File: config.mk
export PLATFORM = sky130hd
export DESIGN_NAME = step_sequencer
export DESIGN_NICKNAME = d
export VERILOG_FILES = /design/src/rtl/step_sequencer.sv
export SDC_FILE = /design/constraint.sdc
export NUM_CORES = 1
export LEC_CHECK = 0
export ABC_CLOCK_PERIOD_IN_PS = 5610
export CAP_MARGIN = 25
export CORE_MARGIN = 2
export CORE_UTILIZATION = 25
export CTS_CLUSTER_SIZE = 8
export DETAILED_ROUTE_END_ITERATION = 8
export PLACE_DENSITY = 0.53
export SYNTH_ARGS = -nofsm -noshare
export SYNTH_HDL_FRONTEND = slang
export SYNTH_SLANG_ARGS = --single-unit
File: constraint.sdc
create_clock -name clk -period 5.61 [get_ports clk]
set_input_delay 1.122 -clock clk [delete_from_list [all_inputs] [get_ports clk]]
set_output_delay 1.122 -clock clk [all_outputs]
set_load 0.01 [all_outputs]
File: src/rtl/step_sequencer.sv
// Multi-step timing sequencer: start walks a step index through STEPS programmable-length steps.
// Optional run statistics (x, y) are built when STEP_SEQ_STATS_EN is defined.
module step_sequencer #(
  parameter int WIDTH  = 8,
  parameter int STEPS  = 4,
  parameter int STEP_W = $clog2(STEPS)
) (
  input  logic                   clk,
  input  logic                   rst,
  input  logic                   start,
  input  logic                   loop,
  input  logic                   pause,
  input  logic                   abort,
  input  logic [STEPS*WIDTH-1:0] tc,
  output logic                   busy,
  output logic                   done,
  output logic [STEP_W-1:0]      i,
  output logic [WIDTH-1:0]       c1,
  output logic [STEPS-1:0]       act,
  output logic [WIDTH-1:0]       x,
  output logic [WIDTH-1:0]       y
);

  localparam logic [1:0] IDLE = 2'd0;
  localparam logic [1:0] RUN  = 2'd1;
  localparam logic [1:0] DONE = 2'd2;

  logic [1:0]       state;
  logic             loop_r;
  logic [WIDTH-1:0] cur_tc;
  logic             step_end;
  logic             last;

  assign cur_tc   = tc[int'(i)*WIDTH +: WIDTH];
  assign step_end = (c1 == cur_tc);
  assign last     = (i == STEP_W'(STEPS-1));

  assign busy = (state == RUN);
  assign done = (state == DONE);
  assign act  = busy ? (STEPS'(1) << i) : '0;

  always_ff @(posedge clk) begin
    if (rst) begin
      state  <= IDLE;
      loop_r <= 1'b0;
      i      <= '0;
      c1     <= '0;
    end else begin
      case (state)
        IDLE: begin
          if (start) begin
            i      <= '0;
            c1     <= '0;
            loop_r <= loop;
            state  <= RUN;
          end
        end
        RUN: begin
          if (abort) begin
            state <= IDLE;
          end else if (!pause) begin
            if (!step_end) begin
              c1 <= c1 + WIDTH'(1);
            end else begin
              c1 <= '0;
              if (!last)       i     <= i + STEP_W'(1);
              else if (loop_r) i     <= '0;
              else             state <= DONE;
            end
          end
        end
        DONE:    state <= IDLE;
        default: state <= IDLE;
      endcase
    end
  end

`ifdef STEP_SEQ_STATS_EN
  logic start_acc;
  logic run_adv;
  logic [WIDTH-1:0] x_q;
  logic [WIDTH-1:0] y_q;

  assign start_acc = (state == IDLE) && start;
  assign run_adv   = (state == RUN) && !abort && !pause;

  // x saturates, y wraps
  always_ff @(posedge clk) begin
    if (rst) begin
      x_q <= '0;
      y_q <= '0;
    end else if (start_acc) begin
      x_q <= '0;
      y_q <= '0;
    end else if (run_adv) begin
      if (x_q != '1) x_q <= x_q + WIDTH'(1);
      if (step_end)  y_q <= y_q + WIDTH'(1);
    end
  end

  assign x = x_q;
  assign y = y_q;
`else
  assign x = '0;
  assign y = '0;
`endif

endmodule
* Yosys cells after proc, flatten, opt, wreduce, memory -nomap -nowiden
Cells that the tools add are included.
** Operators by class
- Equality and inequality tests :: 13
- Shifts and indexed selects :: 2
- $add $sub $neg :: 2
- Multiply operators :: 0
- Bitwise gates (word level) :: 0
- Reduce and logical (&&, ||, !) cells :: 6
- Mux-type cells :: 20
- Order comparisons :: 0
- Div/mod/pow operators :: 0
** Operator list (number)
- $mux W8 :: 4
- $shiftx A32 B6 Y8 :: 1
- $mux W2 :: 12
- $pmux W8 S2 :: 1
- $ne A3 B3 Y1 const B :: 3
- $add A8 B1 Y8 const B :: 1
- $eq A8 B8 Y1 :: 1
- $pmux W2 S2 :: 2
- $ne A2 B2 Y1 const B :: 3
- $ne A3 B2 Y1 const B :: 2
- $reduce_and A6 Y1 :: 1
- $reduce_and A5 Y1 :: 1
- $eq A2 B2 Y1 const B :: 2
- $mux W4 :: 1
- $reduce_and A4 Y1 :: 1
- $shl A1 B2 Y4 const A :: 1
- $add A2 B1 Y2 const B :: 1
- $eq A2 B1 Y1 const B :: 1
- $logic_not A2 Y1 :: 1
- $ne A2 B1 Y1 const B :: 1
- $reduce_and A2 Y1 :: 1
- $reduce_bool A2 Y1 :: 1
** Word-level totals
- Bits in latches :: 0
- Bits in writable memories :: 0
- Input port bits :: 38
- Flip-flop bits (word level) :: 13
- Word-level logic and storage cells :: 47
- Memories :: 0
- ROM bits :: 0

* Logic depth before layout (Yosys ltp)
- Depth after elaboration :: 6
- Mapped depth :: 7

* Worst setup path after synthesis
Ideal clock, no wire load.
- Path type :: input port to flip-flop
- Start :: input tc[25]
- End :: register i[1]
- Required time :: 5.539 ns
- Slack :: 3.015 ns
- Cell stages on the path :: 6
- Buffers on the path :: 0
- Arrival :: 2.524 ns
- Path through :: mux4_2 xnor2_1 nand4_2 nor2_2 mux2_1 a21oi_1
** On the way
- Longest elaborated chain between the ends :: 4
** Ends and longest elaborated chain
- start, declared :: line 14 : input logic [STEPS*WIDTH-1:0] tc,
- $shiftx A32 B6 Y8 :: line 34 : assign cur_tc = tc[int'(i)*WIDTH +: WIDTH];
- $eq A8 B8 Y1 :: line 35 : assign step_end = (c1 == cur_tc);
- $ne A2 B1 Y1 (no source line)
- $reduce_and A6 Y1 (no source line)
- end signal, assigned :: line 66 : if (!last) i <= i + STEP_W'(1);
- end, declared :: line 17 : output logic [STEP_W-1:0] i,
Every way passes these cells.
A chain may end at the register's enable or synchronous reset.

* Worst setup path in the final report
- Start :: register i[0]
- End :: output act[2]
** On the way
- Longest elaborated chain between the ends :: 2
** Ends and longest elaborated chain
- $shl A1 B2 Y4 :: line 40 : assign act = busy ? (STEPS'(1) << i) : '0;
- $mux W4 :: line 40
- end, declared :: line 19 : output logic [STEPS-1:0] act,
Every way passes these cells.

==> impl_metrics.sql <==
INSERT INTO impl_metrics (metric_group, metric, value, unit) VALUES
('outcome', 'status', 'finished, final reports clean', ''),
('clock_tree', 'postCtsSetupBuffers', '0', ''),
('final_layout', 'post-route-util', '38.9', '%'),
('timing', 'max-slew-margin-rel', '53.4', '%'),
('routing', 'drt-vias-per-instance', '4.54', ''),
('die', 'core_area', '4440', 'um^2'),
('logic_synthesis', 'post_synthesis_async_set_or_reset_flop_share', '0', '%'),
('global_route', 'grt_pass1_wl', '4.89', 'mm'),
('critical_path', 'critPathArrivalTime', '2100', 'ps'),
('power', 'switchingPower', '57.7', 'uW'),
('worst_hold_path', 'hold_path_class', 'flip-flop to flip-flop', ''),
('logic_synthesis', 'synth_top_cells_by_area', 'dfxtp_1 (22%), mux4_2 (15%), buf_4 (10%), xnor2_1 (6.7%), ha_1 (5.3%)', ''),
('global_route', 'grt_start_max_net_pins', '16', ''),
('logic_synthesis', 'post_synthesis_average_cell_area', '9.28', 'um^2'),
('clock_tree', 'cts.hold.buffers_added', '0', ''),
('timing', 'max_freq', '310', 'MHz'),
('critical_path', 'kind_of_critical_path', 'flip-flop to output port', ''),
('die', 'die_area', '5240', 'um^2'),
('routing', 'route.final.wire_length', '3.17', 'mm'),
('timing', 'grt_setup_unrepaired', 'no', ''),
('final_layout', 'finalNetCount', '223', ''),
('placed_design', 'post-dp-hpwl', '2.60', 'mm'),
('global_route', 'first_global_vias', '1052', ''),
('clock_tree', 'cts_buffer_depth', '2', ''),
('critical_path', 'critPathLaunchType', 'flip-flop', ''),
('global_route', 'gr-usage-all-layers', '12.0', '%'),
('die', 'initial_utilization', '26.3', '%'),
('routing', 'total_iterations_of_the_first_detailed_routing_run', '4', ''),
('final_layout', 'multi_input_comb_area', '811', 'um^2'),
('final_layout', 'n_fill_cell', '448', ''),
('die', 'die-height', '72.4', 'um'),
('power', 'power_switching_share', '24.3', '%'),
('logic_synthesis', 'post-synth-top-area-fraction', '22.2', '%'),
('job', 'max_cap_viol_count', '0', ''),
('routing', 'detailedRoute.firstIterationViolations', '28', ''),
('global_route', 'antenna_found_initial', '0', ''),
('logic_synthesis', 'synth.yosys.seq_area_share', '22.2', '%'),
('placed_design', 'post-place-cells', '227', ''),
('clock_tree', 'worst_setup_hold_path_clk_slew', '60', 'ps'),
('final_layout', 'regArea', '260', 'um^2'),
('logic_synthesis', 'synth_edf_count', '0', ''),
('power', 'seq_power_share', '40.2', '%'),
('clock_tree', 'clock_sink_count', '13', ''),
('timing', 'finClkSkew', '1.00', 'ps'),
('power', 'report.power.total', '237', 'uW'),
('timing', 'setup_viol_count_final', '0', ''),
('final_layout', 'area_growth_syn_to_layout', '47.6', '%'),
('routing', 'detail-route-antenna-nets', '0', ''),
('power', 'share_comb_of_total_power', '25.1', '%'),
('final_layout', 'drive_above_1_share', '9.50', '%'),
('logic_synthesis', 'yosys_register_bits', '13', ''),
('clock_tree', 'clk_latency_worst_skew_pair', '240', 'ps'),
('die', 'rows', '24', ''),
('power', 'internal-power', '180', 'uW'),
('logic_synthesis', 'synthCells', '126', ''),
('timing', 'finalCritPeriodShare', '57.5', '%'),
('die', 'die_w', '72.4', 'um'),
('critical_path', 'req_time_crit_path', '4490', 'ps'),
('timing', 'hold_ws', '488', 'ps'),
('logic_synthesis', 'synth_cell_type_count', '41', ''),
('power', 'clock_power_share', '34.8', '%'),
('critical_path', 'setup.worst_path.end_class', 'output port', ''),
('placed_design', 'port_buffers', '53', ''),
('clock_tree', 'cts_inserted_buffers', '3', ''),
('power', 'power_density', '137', 'nW/um^2'),
('clock_tree', 'htree_levels', '1', ''),
('clock_tree', 'root_buffer', 'clkbuf_8', ''),
('routing', 'route.detailed.drc', '0', ''),
('critical_path', 'critical_path.max_fanout', '13', ''),
('logic_synthesis', 'synth.yosys.warnings', '0', ''),
('timing', 'worstMarginPinSlew', '699', 'ps');
[state kept, by name, indices dropped and copies added (netlist names)]
register / cells
c1: 8
i: 2
loop_r: 1
state: 2
[worst max-delay path, cell delays in order (launching register included)]
cell             delay, ps
dfxtp_1                770
inv_1                  230
ha_1                   250
and2_1                 140
clkdlybuf4s50_1        480
[routing by layer]
metal / vias up / global-route usage [%] / share of wire [%]
met3: 4 / 3.89 / 6.5
met2: 40 / 20.6 / 51
met4: 0 / 2.67 / 0.54
met5: - / 0 / 0
li1: 527 / - / -
met1: 478 / 14.7 / 42
[cells by family after synthesis]
logic type | count (synthesis) | share of synthesized area, %
other | 1 | 0.321
flip-flops | 13 | 22.2
multiplexers | 9 | 16.4
XOR/XNOR | 11 | 8.24
adder cells (fa/ha/maj) | 5 | 5.35
buffers and inverters | 23 | 13.3
AO/OA/AOI/OAI | 18 | 10.9
AND/OR/NAND/NOR | 46 | 23.3
[layout make-up]
class / instances / area share [%]
well taps: 52 / 3.77
repair buffers: 53 / 30.7
multi-input cells: 105 / 47.0
inverters: 4 / 0.870
clock buffers: 4 / 2.61
flip-flops and latches: 13 / 15.1
[path summary, 6_finish.rpt]
| check | startpoint | end | depth (start not counted) |
|---|---|---|---|
| worst min-delay path | loop_r | loop_r | 2 |
| worst min register to register | loop_r | loop_r | 2 |
| worst max-delay path | i[0] | act[2] | 4 |
| worst max register to register | i[0] | i[1] | 6 |
[power by group through the flow]
stage | Combinational [uW] | Clock [uW] | Sequential (uW)
floorplan | 34.4 | 0 | 96.9
global placement | 58.7 | 0 | 97.3
detailed placement | 59.5 | 0 | 97.3
CTS | 59.7 | 85.0 | 95.3
global route | 64.5 | 90.1 | 95.6
finish | 59.5 | 82.5 | 95.4
[metrics by stage]
stage / area (um^2) / worst slack [ps]
2_1_floorplan: 1230 / 3020
3_3_place_gp: 1680 / 2410
3_5_place_dp: 1680 / 2410
4_1_cts: 1730 / 2300
5_1_grt: 1730 / 2210
6_report: 1730 / 2390
[placed cells by master, fill, tap and decap left out, types with 4 or more instances in the layout]
cell and count:
xnor2_1 9, dfxtp_1 13, nor2_1 10, conb_1 16, and2_1 4, ha_1 5, a21o_1 4, nand2_1 6
clkdlybuf4s50_1 53, mux4_2 8, inv_1 4, a21oi_1 6
Note: power is estimated with default switching activity, not from simulation.
